## config.mk

```make
export PLATFORM = sky130hd
export DESIGN_NAME = input_fifo
export DESIGN_NICKNAME = d
export VERILOG_FILES = /design/src/rtl/input_fifo_pkg.sv /design/src/rtl/parity_checker.sv /design/src/rtl/input_fifo.sv
export SDC_FILE = /design/constraint.sdc
export NUM_CORES = 1
export LEC_CHECK = 0
export CAP_MARGIN = 10
export CORE_ASPECT_RATIO = 1.1
export CORE_MARGIN = 2
export CORE_UTILIZATION = 25
export CTS_CLUSTER_DIAMETER = 60
export DETAILED_ROUTE_END_ITERATION = 8
export GPL_ROUTABILITY_DRIVEN = 0
export GPL_TIMING_DRIVEN = 0
export PLACE_DENSITY_LB_ADDON = 0.05
export SYNTH_ARGS = -nofsm -noshare
export SYNTH_HDL_FRONTEND = slang
export SYNTH_SLANG_ARGS = --single-unit
export TNS_END_PERCENT = 100
```

## constraint.sdc

```tcl
create_clock -name clk -period 5.7 [get_ports clk]
set_clock_uncertainty 0.05 [all_clocks]
set_input_delay 0.57 -clock clk [delete_from_list [all_inputs] [get_ports clk]]
set_output_delay 0.57 -clock clk [all_outputs]
set_load 0.01 [all_outputs]
```

## src/rtl/input_fifo_pkg.sv

```systemverilog
// rtl/input_fifo_pkg.sv - shared sizing constants and operation decode for input_fifo
package input_fifo_pkg;

   // Router-wide defaults for the input buffer
   localparam int FIFO_DATA_WIDTH = 32;
   localparam int FIFO_DEPTH      = 4;
   localparam int FIFO_PTR_WIDTH  = 2;

   // Per-cycle FIFO activity: {write accepted, pop accepted}
   typedef enum logic [1:0] {
      OP_IDLE = 2'b00,
      OP_POP  = 2'b01,
      OP_PUSH = 2'b10,
      OP_BOTH = 2'b11
   } fifo_op_e;

   function automatic fifo_op_e decode_op(input logic wr, input logic rd);
      return fifo_op_e'({wr, rd});
   endfunction

endpackage

```

## src/rtl/parity_checker.sv

```systemverilog
// rtl/parity_checker.sv - combinational XOR reduction over a flit (1 = odd parity)
module parity_checker #(
   parameter int WIDTH = 32
) (
   input  logic [WIDTH-1:0] data,
   output logic             err
);

   assign err = ^data;

endmodule

```

## src/rtl/input_fifo.sv

```systemverilog
// rtl/input_fifo.sv - router input flit FIFO, FWFT head, optional parity check under INPUT_FIFO_PARITY_EN
module input_fifo
   import input_fifo_pkg::*;
#(
   parameter int DATA_WIDTH = FIFO_DATA_WIDTH,
   parameter int DEPTH      = FIFO_DEPTH,
   parameter int PTR_WIDTH  = FIFO_PTR_WIDTH
) (
   input  logic                  clk,
   input  logic                  rst,
   input  logic                  valid_in,
   input  logic [DATA_WIDTH-1:0] data_in,
   output logic                  ready_out,
   input  logic                  read_en,
   output logic [DATA_WIDTH-1:0] data_out,
   output logic                  empty,
   output logic                  full
`ifdef INPUT_FIFO_PARITY_EN
   ,
   output logic                  parity_err
`endif
);

   logic [DATA_WIDTH-1:0] mem_q [DEPTH];
   logic [PTR_WIDTH-1:0]  wr_ptr_q, wr_ptr_d;
   logic [PTR_WIDTH-1:0]  rd_ptr_q, rd_ptr_d;
   logic [PTR_WIDTH:0]    count_q, count_d;
   logic                  wr_accept;
   logic                  rd_accept;
   fifo_op_e              op;

   // Status decodes only look at registered count, so no valid_in/read_en path reaches them
   assign empty     = (count_q == '0);
   assign full      = (count_q == (PTR_WIDTH + 1)'(DEPTH));
   assign ready_out = !full && !rst;

   // A full FIFO refuses writes even when the head is being popped the same cycle
   assign wr_accept = valid_in && ready_out;
   assign rd_accept = read_en && !empty;

   // Head flit is shown immediately; an empty FIFO drives zero instead of stale storage
   assign data_out  = empty ? '0 : mem_q[rd_ptr_q];

   // Next-state for pointers and occupancy; pointers wrap naturally since DEPTH is a power of two
   always_comb begin
      op       = decode_op(wr_accept, rd_accept);
      wr_ptr_d = wr_ptr_q;
      rd_ptr_d = rd_ptr_q;
      count_d  = count_q;
      if (wr_accept) begin
         wr_ptr_d = wr_ptr_q + 1'b1;
      end
      if (rd_accept) begin
         rd_ptr_d = rd_ptr_q + 1'b1;
      end
      case (op)
         OP_PUSH: count_d = count_q + 1'b1;
         OP_POP:  count_d = count_q - 1'b1;
         default: count_d = count_q;
      endcase
   end

   // Control state register; reset discards everything by clearing pointers and count
   always_ff @(posedge clk) begin
      if (rst) begin
         wr_ptr_q <= '0;
         rd_ptr_q <= '0;
         count_q  <= '0;
      end else begin
         wr_ptr_q <= wr_ptr_d;
         rd_ptr_q <= rd_ptr_d;
         count_q  <= count_d;
      end
   end

   // Flit storage is left unreset; only accepted writes touch it
   always_ff @(posedge clk) begin
      if (wr_accept) begin
         mem_q[wr_ptr_q] <= data_in;
      end
   end

`ifdef INPUT_FIFO_PARITY_EN
   logic wr_par_err;
   logic parity_err_d;
   logic parity_err_q;

   parity_checker #(
      .WIDTH(DATA_WIDTH)
   ) u_parity_checker (
      .data(data_in),
      .err (wr_par_err)
   );

   // Flag odd parity only for flits actually written; the flit is stored regardless
   always_comb begin
      parity_err_d = wr_accept && wr_par_err;
   end

   // One-cycle error pulse following the offending write edge
   always_ff @(posedge clk) begin
      if (rst) begin
         parity_err_q <= 1'b0;
      end else begin
         parity_err_q <= parity_err_d;
      end
   end

   assign parity_err = parity_err_q;
`endif

endmodule

```

==> results.yml, run 1 <==
run_status:
  status: "finished, final reports clean"
clocking:
  numCtsBuffers: 17
  clock-sinks: 137
  path_clk_slew_ps: 60
  ctsResizeCount: 0
  cts_tree: "built"
  clock_latency_ps: 410
  cts_hold_buf: 0
  cts_buffer_depth: 2
  cts_setup_buffers: 0
  cts_root_buffer: "clkbuf_16"
  htreeDepth: 4
floorplanning:
  ios: 71
  coreArea_um2: 21300
  die_w_um: 144
  start_util_pct: 25.4
  rows: 56
  dieArea_um2: 22900
  die_y_um: 158
yosys:
  synth.avg_cell_area_um2: 21.3
  synthCells: 254
  ys_ff_latch: 137
  synth.distinct_cells: 26
  yosysSeqAreaShare_pct: 74.3
  synth.net_count: 296
  yosys_warnings: 0
  synth_area_um2: 5420
routing:
  drc: 0
  wire_per_inst_um: 17.4
  routed_wl_um: 11300
  viasPerCell: 4.00
  first_iter_violations: 134
  postRouteAntennaNets: 0
  dr_total_vias: 2599
  dr.pass1.iters: 4
sta:
  rsz0062_at_grt: "no"
  slew_headroom_pct: 64.9
  setup_tns_ps: 0
  fin_crit_sh_pct: 50.8
  fmax_ghz: 0.345
  tightest_slew_ps: 526
  setup_slack_ps: 2800
  finalMaxSlewViolations: 0
  hold_viol_final: 0
  fin_crit_ps: 2900
  finalSetupViolations: 0
pwr:
  cellLeakagePower_nw: 2.27
  power_density_nw_per_um2: 458
  power.total_mw: 3.27
  peakVddDrop_v: 0.000181
critical_path:
  crit_arrival_ps: 2280
  cp_max_fo: 10
  endpoint_kind: "output port"
  crit_required_ps: 5080
  startpoint_type: "register"
  worstSetupPathType: "register to output port"
layout:
  layout_commonest_cell: "edfxtp_1"
  area_growth_pct: 31.8
  final_cell_mix: "edfxtp_1, clkdlybuf4s50_1, mux4_2, nor2b_1, clkbuf_16"
  nNetsFinal: 388
  final_layout_size_suffix_gt1_share_pct: 24.3
  postLayoutCoreUtil_pct: 33.5
  fill_cells: 2064
worst_hold_path:
  hold_path_class: "register to register"
placement:
  hpwl_um: 7040
  place.port_buffers: 69
  dp_worst_setup_slack_ps: 3070
global_route:
  grtUsageTotal_pct: 10.7
  grt_max_degree: 23
  grt_pass1_wl_um: 17000
  grt-ovfl-total: 0
  antenna_found_initial: 1
  grt_pass1_vias: 2821
run:
  drv_cap: 0
per-stage QoR:
stage,std cells,hold WS [ps],cell area [um2]
global route,648,500,7140
floorplan,254,409,5420
detailed placement,617,457,6560
finish,649,466,7140
CTS,648,466,7140
global placement,613,429,6470
cells by family after synthesis:
group,share of synthesized area (%)
AOI/OAI and AO/OA,0.600
xor gates and xnor gates,0.485
adders and majority gates,1.52
buffers and inverters,2.42
DFF,74.3
muxes,13.8
and+or+nand+nor,6.88
Yosys cell counts:
master | instances | area share (%)
xor2_1 | 3 | 0.48
buf_6 | 1 | 0.21
clkbuf_1 | 1 | 0.069
nor3b_4 | 2 | 0.69
nor2b_1 | 26 | 3.0
and2_1 | 4 | 0.46
buf_12 | 3 | 1.1
o31ai_1 | 1 | 0.14
inv_1 | 7 | 0.48
mux2_1 | 1 | 0.21
mux2i_1 | 1 | 0.18
nand2_1 | 1 | 0.069
dfxtp_1 | 9 | 3.3
a21oi_1 | 3 | 0.28
fa_1 | 1 | 0.37
nand2b_1 | 1 | 0.12
ha_1 | 5 | 1.2
mux4_1 | 2 | 0.97
mux4_2 | 30 | 12
nor2_1 | 7 | 0.48
edfxtp_1 | 128 | 71
nor2b_4 | 6 | 1.5
buf_2 | 6 | 0.55
or3_1 | 2 | 0.23
o21ai_0 | 2 | 0.18
nor3_4 | 1 | 0.30
cell type report:
type,count,area (um2),area share (%)
Inverter,7,26.3,0.368
Timing Repair Buffer,73,771,10.8
Buffer,11,105,1.47
Clock inverter,14,156,2.19
Antenna cell,1,2.50,0.0350
Multi-Input combinational cell,99,1270,17.8
Clock buffer,17,425,5.96
Tap cell,290,363,5.08
Sequential cell,137,4020,56.3
routing by layer:
layer	global-route usage (%)	share of wire [%]
met1	13.2	43
met2	17.2	50
met3	3.82	5.5
met4	4.30	1.5
met5	0	0
power breakdown:
part	total, mW	switching [mW]	internal [mW]
Clock	1.08	0.399	0.680
Sequential	1.21	0.0337	1.18
Combinational	0.981	0.448	0.533
Total	3.27	0.880	2.39
final timing paths:
kind                       startpoint                       end  slack, ps  cells after the start
max reg2reg   count_q[2]$_SDFFE_PP0P_   count_q[2]$_SDFFE_PP0P_       3390                      9
min reg2reg  wr_ptr_q[0]$_SDFFE_PP0P_  wr_ptr_q[0]$_SDFFE_PP0P_        470                      1
min          wr_ptr_q[0]$_SDFFE_PP0P_  wr_ptr_q[0]$_SDFFE_PP0P_        470                      1
max           count_q[1]$_SDFFE_PP0P_              data_out[18]       2800                      4
state kept, by name, summed over array words and instances (netlist names), named ones only:
register,cells
wr_ptr_q,2
rd_ptr_q,2
mem_q,128
count_q,3
critical path, stage by stage (launching register included):
cell and delay, ps:
dfxtp_1 390, nor3_4 430, buf_2 420, nor2b_1 120, clkdlybuf4s50_1 500
Power figures use the tool's default switching activity.
==> run 2, diff against run 1 <==
==> constraint.sdc (replaced) <==
create_clock -name clk -period 2.75 [get_ports clk]
set_clock_uncertainty 0.05 [all_clocks]
set_input_delay 0.275 -clock clk [delete_from_list [all_inputs] [get_ports clk]]
set_output_delay 0.275 -clock clk [all_outputs]
set_load 0.01 [all_outputs]
==> run 2 against run 1 <==
Flip-flop and latch count is the same. Global-route usage unchanged. Combinational power increased by 110%. Utilization barely moved. Via count is essentially flat. First-iteration DRC count is the same. Setup slack lost 2600 ps. Critical path type unchanged. Register-to-register slack got worse by 3000 ps.
==> results.yml, run 2 (same netlist as run 1, synthesis figures left out) <==
run_status:
  status: "finished, final reports clean"
floorplanning:
  rows: 56
  die_y_um: 158
  die_w_um: 144
  coreArea_um2: 21300
  dieArea_um2: 22900
  start_util_pct: 25.4
  ios: 71
routing:
  postRouteAntennaNets: 0
  viasPerCell: 4.01
  dr.pass1.iters: 4
  first_iter_violations: 134
  wire_per_inst_um: 17.4
  routed_wl_um: 11300
  dr_total_vias: 2600
  drc: 0
layout:
  nNetsFinal: 388
  final_layout_size_suffix_gt1_share_pct: 24.3
  fill_cells: 2065
  layout_commonest_cell: "edfxtp_1"
  top_register: "mem_q"
  multi_input_area_um2: 1270
  area_growth_pct: 31.8
  top_regs: "mem_q x128, count_q x3"
  final_cells: 649
  final_cell_mix: "edfxtp_1, clkdlybuf4s50_1, mux4_2, nor2b_1, clkbuf_16"
  largest_register_ffs: 128
  regArea_um2: 4020
  design_area_um2: 7140
worst_hold_path:
  whs_path_depth: 2
  min-delay-start: "rst"
  hold_path_class: "input port to register"
clocking:
  clock_latency_ps: 410
  cts_hold_buf: 0
  htreeDepth: 4
  cts_setup_buffers: 0
  ctsResizeCount: 0
  cts_buffer_depth: 2
  numCtsBuffers: 17
  clock-sinks: 137
  cts_root_buffer: "clkbuf_16"
  path_clk_slew_ps: 60
  cts_tree: "built"
sta:
  rsz0062_at_grt: "no"
  tightest_slew_ps: 526
  fmax_ghz: 0.387
  slew_headroom_pct: 64.9
  finalMaxSlewViolations: 0
  finalSetupViolations: 0
  holdWs_ps: 244
  fin_crit_ps: 2580
  hold_viol_final: 0
  fin_crit_sh_pct: 93.9
global_route:
  gr-usage-met3_pct: 3.82
  met2_usage_pct: 17.2
  grt_pass1_vias: 2821
  met1_usage_pct: 13.2
  top_usage_layer: "met2"
  grt_max_degree: 23
  grtUsageTotal_pct: 10.7
  grt_pass1_wl_um: 17000
  antenna_found_initial: 1
  grt-ovfl-total: 0
run:
  drv_cap: 0
critical_path:
  crit_required_ps: 2420
  worstSetupPathType: "register to output port"
  startpoint_type: "register"
  r2r_slack_ps: 440
  endpoint_kind: "output port"
  r2r-end: "count_q[2]$_SDFFE_PP0P_"
  r2r_cells: 9
  crit_arrival_ps: 2260
  cp_max_fo: 10
  reg2reg_from: "count_q[2]$_SDFFE_PP0P_"
pwr:
  cellLeakagePower_nw: 2.27
  peakVddDrop_v: 0.000374
  power_density_nw_per_um2: 949
placement:
  hpwl_um: 7040
  dp_cells: 617
  place.port_buffers: 69
  place_area_um2: 6560
-- run 2: cell types whose count changed in the layout (fill, tap and decap cells not counted), sizes merged --
cell and change:
buf -1, clkbuf +1
-- run 2: final cells by class --
cell class | count | share of cell area, %
Antenna cell | 1 | 0.0350
Clock inverter | 14 | 2.19
Sequential cell | 137 | 56.3
Inverter | 7 | 0.368
Timing Repair Buffer | 73 | 10.8
Multi-Input combinational cell | 99 | 17.8
Clock buffer | 17 | 5.95
Tap cell | 290 | 5.08
Buffer | 11 | 1.51
-- run 2: power by group --
group / switching (mW) / leakage (nW) / total [mW] / internal, mW
logic: 0.928 / 0.750 / 2.04 / 1.11
clock network: 0.827 / 0.286 / 2.24 / 1.41
registers: 0.0698 / 1.24 / 2.51 / 2.44
-- run 2: worst max-delay path: stages (launching register included) --
cell	delay, ps
dfxtp_1	390
nor3_4	430
buf_2	420
nor2b_1	110
clkdlybuf4s50_1	490
-- run 2: worst max path at each step --
stage / startpoint / end / slack (ps) / cells past startpoint
after floorplan: count_q[2]$_SDFFE_PP0P_ / count_q[2]$_SDFFE_PP0P_ / 600 / 9
after global placement: valid_in / mem_q[1][19]$_DFFE_PP_ / -480 / 3
after detailed placement: read_en / count_q[2]$_SDFFE_PP0P_ / 410 / 9
after CTS: count_q[1]$_SDFFE_PP0P_ / data_out[18] / 50 / 4
after global routing: count_q[1]$_SDFFE_PP0P_ / data_out[8] / 10 / 4
final: count_q[1]$_SDFFE_PP0P_ / data_out[9] / 170 / 4
-- run 2: metrics by stage --
| step | power, mW | setup WS, ps | TNS, ps | util, % |
|---|---|---|---|---|
| final | 6.78 | 168 | 0 | 33.5 |
| after global routing | 7.14 | 13.7 | 0 | 33.5 |
| after CTS | 6.93 | 45.7 | 0 | 33.5 |
| after detailed placement | 4.66 | 414 | 0 | 30.8 |
| after global placement | 4.64 | -479 | -58160 | 30.4 |
| after floorplan | 3.73 | 603 | 0 | - |
-- run 2: layer usage --
metal | vias to the layer above | routed length (um)
met2 | 60 | 5690
met4 | 0 | 164
li1 | 1190 | -
met5 | - | 0
met1 | 1335 | 4810
met3 | 15 | 636
